===== config.mk =====
export PLATFORM = sky130hd
export DESIGN_NAME = div_seq_signed
export DESIGN_NICKNAME = d
export VERILOG_FILES = /design/src/rtl/div_seq_signed.sv
export SDC_FILE = /design/constraint.sdc
export NUM_CORES = 1
export LEC_CHECK = 0
export CAP_MARGIN = 20
export CORE_MARGIN = 2
export CORE_UTILIZATION = 25
export DETAILED_ROUTE_END_ITERATION = 7
export PLACE_DENSITY = 0.42
export SYNTH_ARGS = -nofsm -noshare
export SYNTH_HDL_FRONTEND = slang
export SYNTH_SLANG_ARGS = --single-unit

===== constraint.sdc =====
create_clock -name clk -period 7.85 [get_ports clk]
set_clock_uncertainty 0.05 [all_clocks]
set_input_delay 1.1775 -clock clk [delete_from_list [all_inputs] [get_ports clk]]
set_output_delay 1.1775 -clock clk [all_outputs]
set_load 0.01 [all_outputs]

===== src/rtl/div_seq_signed.sv =====
// div_seq_signed: multi-cycle signed restoring divider, one quotient bit per cycle.
// Divides the numerator magnitude by an unsigned divisor and reapplies the numerator sign at the end.
module div_seq_signed #(
    parameter int NUM_W = 16,
    parameter int DIV_W = 5
) (
    input  logic             clk,
    input  logic             rst,
    input  logic             in_valid,
    output logic             in_ready,
    input  logic [NUM_W-1:0] num_i,
    input  logic [DIV_W-1:0] div_i,
    output logic             out_valid,
    input  logic             out_ready,
    output logic [NUM_W-1:0] quot_o,
    output logic [NUM_W-1:0] rem_o,
    output logic             div_zero_o
);
    localparam int CW = $clog2(NUM_W);
    typedef enum logic [1:0] {IDLE, CALC, DONE} state_t;
    state_t           state_q, state_d;
    logic [NUM_W-1:0] mag_q, mag_d, quot_q, quot_d, rem_o_q, rem_o_d;
    logic [NUM_W-1:0] step_mag, rem_ext;
    logic [DIV_W:0]   rem_q, rem_d, shift_rem, step_rem;
    logic [DIV_W-1:0] div_q, div_d;
    logic [CW-1:0]    cnt_q, cnt_d;
    logic             sign_q, sign_d, dz_q, dz_d, ge;
    always_ff @(posedge clk) begin
        if (rst) begin
            state_q <= IDLE;
            mag_q   <= '0;
            rem_q   <= '0;
            div_q   <= '0;
            cnt_q   <= '0;
            sign_q  <= 1'b0;
            quot_q  <= '0;
            rem_o_q <= '0;
            dz_q    <= 1'b0;
        end else begin
            state_q <= state_d;
            mag_q   <= mag_d;
            rem_q   <= rem_d;
            div_q   <= div_d;
            cnt_q   <= cnt_d;
            sign_q  <= sign_d;
            quot_q  <= quot_d;
            rem_o_q <= rem_o_d;
            dz_q    <= dz_d;
        end
    end
    // The partial remainder stays below the divisor, so its top bit is free before each shift.
    always_comb begin
        state_d   = state_q;
        mag_d     = mag_q;
        rem_d     = rem_q;
        div_d     = div_q;
        cnt_d     = cnt_q;
        sign_d    = sign_q;
        quot_d    = quot_q;
        rem_o_d   = rem_o_q;
        dz_d      = dz_q;
        shift_rem = {rem_q[DIV_W-1:0], mag_q[NUM_W-1]};
        ge        = shift_rem >= {1'b0, div_q};
        step_rem  = ge ? shift_rem - {1'b0, div_q} : shift_rem;
        step_mag  = {mag_q[NUM_W-2:0], ge};
        rem_ext   = {{(NUM_W-DIV_W-1){1'b0}}, step_rem};
        case (state_q)
            IDLE: if (in_valid) begin
                mag_d  = num_i[NUM_W-1] ? -num_i : num_i;
                sign_d = num_i[NUM_W-1];
                div_d  = div_i;
                rem_d  = '0;
                cnt_d  = CW'(NUM_W-1);
                if (div_i == '0) begin
                    state_d = DONE;
                    quot_d  = '0;
                    rem_o_d = num_i;
                    dz_d    = 1'b1;
                end else begin
                    state_d = CALC;
                end
            end
            CALC: begin
                mag_d = step_mag;
                rem_d = step_rem;
                cnt_d = cnt_q - 1'b1;
                if (cnt_q == '0) begin
                    state_d = DONE;
                    quot_d  = sign_q ? -step_mag : step_mag;
                    rem_o_d = sign_q ? -rem_ext : rem_ext;
                end
            end
            DONE: if (out_ready) begin
                state_d = IDLE;
                dz_d    = 1'b0;
            end
            default: state_d = IDLE;
        endcase
    end
    assign in_ready   = state_q == IDLE;
    assign out_valid  = state_q == DONE;
    assign quot_o     = quot_q;
    assign rem_o      = rem_o_q;
    assign div_zero_o = dz_q;
endmodule


==> metrics <==
Final period util between 40% and 50%; Finished Cell Area 4900 um^2; clk root buf clkbuf_16; RR Startpoint mag_q[15]; worst-path maximum fanout 24; post-synth cell types 58; Rows between 40 and 50; final core utilization 32.6%; register area share after synthesis 34.8%; setup bufs post-CTS 0; critical path required time 8.02 ns; RSZ-0062 raised after global routing false; most common cell after layout, fill and taps aside nand2_1; Peak supply drop 112 uV; initial antenna violation count 0; leak pwr 1.72 nW; drt drc 0; dpl cell area approximately 4500 um^2; PortBufs 59; first-pass GRT wire length 18300 um; min-delay src quot_o[9]; Top Ports 60; predominant post-synthesis flop cell dfxtp_1; CTS buffer count 9; Pins Over Slew Limit 0; Hold WS 0.398 ns; Peak Freq 303 MHz; reg2reg path depth 13; Initial DRC Count 203; Diodes inserted 0; Hold Vio Cnt, Final 0; CTS Buffer Depth 2; mapped cell area roughly 3800 um^2; share of layout cells above drive strength 1 under 10%; Die Y 127 um; via/cell ratio 5.00; status completed; fin crit period 3.30 ns; worst reg2reg setup slack 4.55 ns; most frequent cells in the layout 68 x nand2_1, 66 x dfxtp_1, 59 x clkdlybuf4s50_1; TritonRoute pass-1 iters 5; Crit Path Category reg2reg; max-cap violation count 0; Setup TNS 0 ns; die area 16200 um^2; post-synthesis cell count 470; Initial Util 25.2%; antenna-violating nets left 0; Power Density 253 nW/um^2; Post-Syn Area per Cell about 8 um^2; Hold Path Class reg2reg; vias in the first global route 3377; crit path launch mag_q[15]; RR Endpoint quot_o[14]; CORE AREA approximately 15000 um^2; top-area cell type share of the netlist area 34.8%; Worst-Skew Late Latency 0.34 ns; cell taking the most area after synthesis dfxtp_1; CP startpoint kind flip-flop; htree depth 3; slew margin rel. approximately 30%; Hold Buf Count CTS 0; final setup violation count 0; Setup crit end kind flip-flop; fin worst setup slack 4.55 ns; Post-DP HPWL 8310 um; routability congestion estimate 0.769; Global Route Usage Sum between 10% and 20%; dpl ws roughly 4.2 ns; Overflow after GRT 0; asr flop ratio synth 0%; CTS tree built; routed via count between 3000 and 4000; clk sink count 66; Post-synth EDFFs 0; worst slew pin tran 1.06 ns; Clk pin slew, worst setup/hold paths roughly 0.05 ns; critical path data arrival time 3.47 ns; post-CTS sizing 0; Area Overhead vs Synth 29.3%; final wirelength roughly 11000 um; crit path capture quot_o[14]; FF+latch count, synth 66; Horiz. Die Dim 127 um; synth top area cells dfxtp_1 35%, nand2_1 6.7%, xor2_1 4.6%; syn nets 505; Avg WL per Cell 16.3 um; largest net degree at the start of global routing 46; synth warn 0; nets about 550
-- final cells by class --
class	instances	area, um^2
fill	1579	10100
inverter	13	48.8
sequential	66	1320
clock buffer	11	243
multi-input combinational	358	2290
tap	188	235
clock inverter	5	125
timing repair buffer	66	643
-- per-layer routing --
layer  vias up  wire length (um)  global-route usage, %
li1       1777                 -                      -
met1      1678              5410                   18.6
met2        67              5450                   23.9
met3        13               455                   3.81
met4         0               170                   4.72
met5         -                 0                      0
-- state kept, by name (all words and copies together) (netlist names) --
register / flops
div_zero_o: 1
sign_q: 1
mag_q: 16
state_q: 2
rem_q: 5
quot_o: 16
div_q: 5
cnt_q: 4
rem_o: 16
-- kinds of logic after synthesis --
logic type	synth area share, %
simple gates	21.3
flops	34.8
compound gates	25.8
buf+inv	4.95
mux	1.06
fa+ha+maj	3.50
xor+xnor	8.54
-- critical path, stage by stage, from the launching register on --
cell,delay [ns]
dfxtp_1,0.37
inv_1,0.08
ha_1,0.16
inv_1,0.06
fa_1,0.42
a21o_1,0.21
a221oi_2,0.23
buf_4,0.33
ha_1,0.25
nand2_1,0.12
or4_4,0.46
o31ai_4,0.19
xor2_1,0.17
o21ai_1,0.07
-- synth_stat cells (all sizes together) (11+ instances only) --
library cell	number
a21oi	34
xor2	20
a31oi	11
dfxtp	66
inv	13
o211ai	15
nand3	13
nor2	40
clkbuf	23
xnor2	17
nand2	68
o21ai	28
-- report_power, final --
group / switching (W) / internal [W]
sequential: 0.0000343 / 0.000366
combinational: 0.000198 / 0.000141
clock: 0.000152 / 0.000351
-- worst min path at each step --
stage	endpoint	slack [ns]	cells past startpoint
after global routing	quot_o[5]	0.42	2
after detailed placement	quot_o[5]	0.39	2
final	quot_o[9]	0.40	2
after floorplan	div_q[1]	0.39	2
after CTS	quot_o[12]	0.40	2
after global placement	quot_o[9]	0.39	2
-- stage by stage --
| stage | total power (W) | cells |
|---|---|---|
| after floorplan | 0.000640 | 470 |
| after global placement | 0.000747 | 691 |
| after detailed placement | 0.000749 | 691 |
| after CTS | 0.00126 | 707 |
| after global routing | 0.00131 | 707 |
| final | 0.00124 | 707 |
Note: power is estimated with default switching activity, not from simulation.
